<file path="config.mk">
export PLATFORM = sky130hd
export DESIGN_NAME = clk_en_gen
export DESIGN_NICKNAME = d
export VERILOG_FILES = /design/src/rtl/clk_en_pkg.sv /design/src/rtl/clk_en_acc.sv /design/src/rtl/clk_en_gen.sv
export SDC_FILE = /design/constraint.sdc
export NUM_CORES = 1
export LEC_CHECK = 0
export CORE_UTILIZATION = 31
export DETAILED_ROUTE_END_ITERATION = 10
export PLACE_DENSITY_LB_ADDON = 0.12
export SLEW_MARGIN = 20
export SYNTH_ARGS = -nofsm -noshare
export SYNTH_HDL_FRONTEND = slang
export SYNTH_SLANG_ARGS = --single-unit
</file>
<file path="constraint.sdc">
create_clock -name clkin -period 5.3 [get_ports clkin]
set_input_delay 1.06 -clock clkin [delete_from_list [all_inputs] [get_ports clkin]]
set_output_delay 1.06 -clock clkin [all_outputs]
set_load 0.01 [all_outputs]
</file>
<file path="src/rtl/clk_en_pkg.sv">
// clk_en_gen shared types: FSM states, lost-counter width, counter sizing.
// Optional lost-lock counter is enabled with CLK_EN_LOST_CNT_EN.
package clk_en_pkg;

  typedef enum logic [1:0] {
    WAIT_LOCK,
    STABLE,
    RUN,
    LOST
  } state_e;

  localparam int LOST_CNT_W = 8;

  function automatic int cnt_w(input int stable);
    return (stable < 2) ? 1 : $clog2(stable);
  endfunction

endpackage

</file>
<file path="src/rtl/clk_en_acc.sv">
// One clock-enable channel: increment register, phase accumulator,
// and carry-out registered as a single-cycle enable pulse.
module clk_en_acc
  import clk_en_pkg::*;
#(
  parameter int          ACC_W     = 24,
  parameter int unsigned INC_RESET = 0
) (
  input  logic             clkin,
  input  logic             rst_n,
  input  logic             run,
  input  logic [ACC_W-1:0] inc,
  input  logic             we,
  output logic             ce
);

  localparam logic [ACC_W-1:0] INC_RST = ACC_W'(INC_RESET);

  logic [ACC_W-1:0] inc_q, inc_d;
  logic [ACC_W-1:0] acc_q, acc_d;
  logic             ce_q, ce_d;
  logic [ACC_W:0]   sum;

  always_comb begin
    sum   = {1'b0, acc_q} + {1'b0, inc_q};
    acc_d = '0;
    ce_d  = 1'b0;
    inc_d = inc_q;
    if (run) begin
      acc_d = sum[ACC_W-1:0];
      ce_d  = sum[ACC_W];
    end
    // rate change keeps the current phase
    if (we) inc_d = inc;
  end

  always_ff @(posedge clkin or negedge rst_n) begin
    if (!rst_n) begin
      inc_q <= INC_RST;
      acc_q <= '0;
      ce_q  <= 1'b0;
    end else begin
      inc_q <= inc_d;
      acc_q <= acc_d;
      ce_q  <= ce_d;
    end
  end

  assign ce = ce_q;

endmodule

</file>
<file path="src/rtl/clk_en_gen.sv">
// Multi-channel fractional clock-enable generator with PLL lock supervision.
// Define CLK_EN_LOST_CNT_EN to build the saturating lock-loss counter.
module clk_en_gen
  import clk_en_pkg::*;
#(
  parameter int          NUM_CH      = 2,
  parameter int          ACC_W       = 24,
  parameter int          LOCK_STABLE = 1024,
  parameter int unsigned INC_RESET   = 0
) (
  input  logic                    clkin,
  input  logic                    rst_n,
  input  logic                    lock,
  input  logic [NUM_CH*ACC_W-1:0] inc_i,
  input  logic [NUM_CH-1:0]       inc_we,
  output logic [NUM_CH-1:0]       ce_o,
  output logic                    rst_out_n,
  output logic                    ready,
  output logic [LOST_CNT_W-1:0]   lost_cnt
);

  localparam int CW = cnt_w(LOCK_STABLE);
  localparam logic [CW-1:0] CNT_LAST = CW'(LOCK_STABLE - 1);

  logic          sync1_q, lock_s_q;
  state_e        state_q, state_d;
  logic [CW-1:0] cnt_q, cnt_d;
  logic          ready_q, rst_out_q;
  logic          run;

  always_comb begin
    state_d = state_q;
    cnt_d   = '0;
    unique case (state_q)
      WAIT_LOCK: begin
        if (lock_s_q) state_d = STABLE;
      end
      STABLE: begin
        if (!lock_s_q) state_d = WAIT_LOCK;
        else if (cnt_q == CNT_LAST) state_d = RUN;
        else cnt_d = cnt_q + 1'b1;
      end
      RUN: begin
        if (!lock_s_q) state_d = LOST;
      end
      LOST: state_d = WAIT_LOCK;
      default: state_d = WAIT_LOCK;
    endcase
  end

  // accumulate only on edges that stay in RUN so ce drops as RUN is left
  assign run = (state_q == RUN) && (state_d == RUN);

  always_ff @(posedge clkin or negedge rst_n) begin
    if (!rst_n) begin
      sync1_q   <= 1'b0;
      lock_s_q  <= 1'b0;
      state_q   <= WAIT_LOCK;
      cnt_q     <= '0;
      ready_q   <= 1'b0;
      rst_out_q <= 1'b0;
    end else begin
      sync1_q   <= lock;
      lock_s_q  <= sync1_q;
      state_q   <= state_d;
      cnt_q     <= cnt_d;
      ready_q   <= (state_d == RUN);
      rst_out_q <= (state_d == RUN);
    end
  end

  assign ready     = ready_q;
  assign rst_out_n = rst_out_q;

`ifdef CLK_EN_LOST_CNT_EN
  logic [LOST_CNT_W-1:0] lost_q, lost_d;

  always_comb begin
    lost_d = lost_q;
    if ((state_d == LOST) && (lost_q != '1)) lost_d = lost_q + 1'b1;
  end

  always_ff @(posedge clkin or negedge rst_n) begin
    if (!rst_n) lost_q <= '0;
    else        lost_q <= lost_d;
  end

  assign lost_cnt = lost_q;
`else
  assign lost_cnt = '0;
`endif

  for (genvar k = 0; k < NUM_CH; k++) begin : g_ch
    clk_en_acc #(
      .ACC_W     (ACC_W),
      .INC_RESET (INC_RESET)
    ) u_acc (
      .clkin (clkin),
      .rst_n (rst_n),
      .run   (run),
      .inc   (inc_i[k*ACC_W +: ACC_W]),
      .we    (inc_we[k]),
      .ce    (ce_o[k])
    );
  end

endmodule

</file>
==> results.md <==
* Run status: complete, no violations
* Setup Buffers After CTS at 0
* Layout cells sized above 1 at 15.4%
* Largest net degree at the start of global routing at 56
* Hold Path Sink: lock_s_q$_DFF_PN0_
* Max Clock Skew at 0.00769 ns
* Peak supply drop at 0.155 mV
* Worst r2r src: g_ch[0].u_acc.inc_q[0]$_DFFE_PN0P_
* Final Setup Violations at 0
* CTS resizes at 0
* Final period utilization at a little over 50%
* WP data required at 5.60 ns
* # clock sinks at between 100 and 150
* Most used cell, CP: a211oi_2
* Yosys Warn Count at 0
* Hold Path Depth at 0
* Netlist cell types at 63
* Signal arrival time at the worst endpoint at 2.97 ns
* Placed Instance Area at approximately 7300 µm²
* Height of the die at 147 µm
* Initial cell density of the core at 31.9%
* Sequential area share after synthesis at 43.4%
* Top-area cell type share of the netlist area at 43.4%
* Iteration-0 DRC Markers at ~170
* CTS buffer count at 17
* Worst setup path category: reg -> reg
* CTS tree: done
* Power Dens Cells at 289 nW/µm²
* # placed instances at 915
* Finished Layout Cells at ~950
* Area growth syn-to-layout at 21.1%
* Max-Cap Viols at 0
* Inserted Diodes at 0
* Routed Antenna Nets at 0
* Dominant cell type by area after synthesis: dfrtp_1
* Core area at about 20,000 µm²
* P_leak at 3.67 nW
* HP Class: reg -> reg
* R2r endpoint: g_ch[0].u_acc.ce$_DFF_PN0_
* Synth Instances at 604
* Initial antenna violation count at 0
* Setup TNS at 0 ns
* Fmax at 0.375 GHz
* Minimum clock period at 2.67 ns
* Worst-Skew Late Latency at 0.41 ns
* Final net count at 768
* Final instance area at 7880 µm²
* Via density at 4.96
* Most frequent cells in the layout: 113 x dfrtp_1, 54 x clkdlybuf4s50_1, 49 x ha_1, 48 x nor2_1, 48 x mux2_2
* Hold buffers post-CTS at 0
* RSZ-0062 raised after global routing: false
* Routed vias at 4,689
* CTS H-tree depth at 4
* GRT overflow at 0
* Slowest stage delay, CP at 0.46 ns
* Drc violations at 0
* Clock transition at path regs at 0.05 ns
* Reg2reg path depth at 9
* Post-detail-place hpwl at 10,000 µm
* Relative slew margins at 44.7%
* IO Port Bufs at 56
* Crit-path max FO at 3
* Worst slew pin tran at 0.828 ns
* TritonRoute pass-1 iters at 4
* Post-synth ARST share at 100%
* First-pass GRT wire length at 23,900 µm
* Max Buffers Root-to-Sink at 2
* Top-level I/O count at between 60 and 70
* Final Util at 38.6%
* FF+latch count, synth at 113
* Most used DFF post-synth: dfrtp_1
* CP Cell Sequence: ha_1, fa_1, a211oi_2, o21ai_0, a31oi_1, o21ai_1, a211oi_2, nor3b_1, o21a_1
* Routed WL per cell at 14.5 µm
* Worst R2R Setup Slack at 2.63 ns
* Hold Path Origin: sync1_q$_DFF_PN0_
* Number of global-route vias before repair at 4,921
* Overall Global Routing Usage at approximately 14%
* Clk root buf: clkbuf_16
* Rows at 52
* Die area at 21,600 µm²
* Final WL at between 10,000 and 15,000 µm
* Slew Viols, Final at 0
* EDFF count, synth at 0
* Die X at 147 µm
* CP Launch Type: flip-flop
* Avg Inst Size Synth at between 10 and 15 µm²
* Setup crit end kind: flip-flop
* Critical-path top delay cell: fa_1
* Cell area after synthesis at 6510 µm²
* Count of final hold-check violations at 0
* RD Place Congestion at 0.804
* Most area-consuming cells after synthesis: dfrtp_1 43%, ha_1 9.4%, mux2_2 8.3%, a21o_1 3.3%, a21oi_1 2.8%
* Commonest non-fill, non-tap cell in the layout: dfrtp_1
[routing by layer]
metal,GRT usage (%),routed length (µm),vias to the layer above
li1,-,-,2324
met4,3.76,123,0
met3,3.85,545,10
met1,17.3,6320,2278
met2,23.4,6750,77
met5,0,0,-
[cells by family after synthesis]
kind of cell,share of synthesized area [%]
adder cells (fa/ha/maj),10.0
flip-flops,43.4
AND/OR/NAND/NOR,11.7
multiplexers,8.76
other,0.0576
AO/OA/AOI/OAI,18.5
buffers and inverters,2.73
XOR/XNOR,4.71
[per-stage QoR]
stage	setup slack, ns	total power, W	hold WS (ns)
2_1_floorplan	2.90	0.00110	0.331
3_3_place_gp	2.45	0.00119	0.342
3_5_place_dp	2.40	0.00120	0.346
4_1_cts	2.64	0.00232	0.358
5_1_grt	2.49	0.00239	0.357
6_report	2.63	0.00228	0.350
[critical path, delay by kind of cell (launching register included)]
| family | cells | cell delay [ns] |
|---|---|---|
| AO/OA/AOI/OAI | 6 | 1.42 |
| AND/OR/NAND/NOR | 1 | 0.08 |
| adder cells (fa/ha/maj) | 2 | 0.68 |
| flip-flops | 1 | 0.37 |
[how the worst max path moves through the flow]
stage | start | endpoint
detailed placement | inc_we[0] | g_ch[0].u_acc.inc_q[16]$_DFFE_PN0P_
global placement | inc_we[0] | g_ch[0].u_acc.inc_q[0]$_DFFE_PN0P_
CTS | g_ch[0].u_acc.inc_q[0]$_DFFE_PN0P_ | g_ch[0].u_acc.ce$_DFF_PN0_
floorplan | g_ch[0].u_acc.acc_q[0]$_DFF_PN0_ | g_ch[0].u_acc.acc_q[12]$_DFF_PN0_
global route | g_ch[0].u_acc.acc_q[0]$_DFF_PN0_ | g_ch[0].u_acc.ce$_DFF_PN0_
finish | g_ch[0].u_acc.inc_q[0]$_DFFE_PN0P_ | g_ch[0].u_acc.ce$_DFF_PN0_
[synthesized netlist by cell type (2+ instances only)]
cell type and instances:
nand3_1 11, mux2_2 48, a2111oi_2 2, a21o_1 29, o21ai_1 2, and3_1 13
o31ai_1 3, buf_4 11, o21ai_0 18, a31oi_1 6, a211o_1 4, o22ai_1 3
dfrtp_1 113, nand3b_1 3, nor4_1 2, xnor2_1 17, fa_1 2, o211ai_1 9
o21a_1 7, inv_1 10, mux2i_1 3, a211oi_1 7, xor2_1 18, nand4_1 6
nor3_1 9, clkbuf_1 14, nand2b_1 11, and4_1 3, nor2_1 48, a21boi_1 3
a21oi_1 36, ha_1 49, and2_1 4, o21ai_2 4, o21bai_1 8, o221ai_2 2
a211oi_2 7, nor2b_1 3, nand2_1 30, or3_1 3
[flip-flops by register name, indices dropped and copies added (netlist names)]
name and count:
state_q 2, g_ch.u_acc.ce 2, g_ch.u_acc.inc_q 48, g_ch.u_acc.acc_q 48
lock_s_q 1, cnt_q 10, sync1_q 1, rst_out_n 1
[cell type report]
type / count / area [µm²]
clock buffer: 25 / 485
multi-input combinational: 462 / 3530
timing repair buffer: 60 / 583
tap: 270 / 338
clock inverter: 6 / 80.1
inverter: 10 / 37.5
fill: 2048 / 12500
sequential: 113 / 2830
[power breakdown]
part           internal [W]  switching, W
clock              0.000722      0.000380
combinational      0.000123      0.000124
sequential         0.000903     0.0000264
total               0.00175      0.000530
Note: power is estimated with default switching activity, not from simulation.
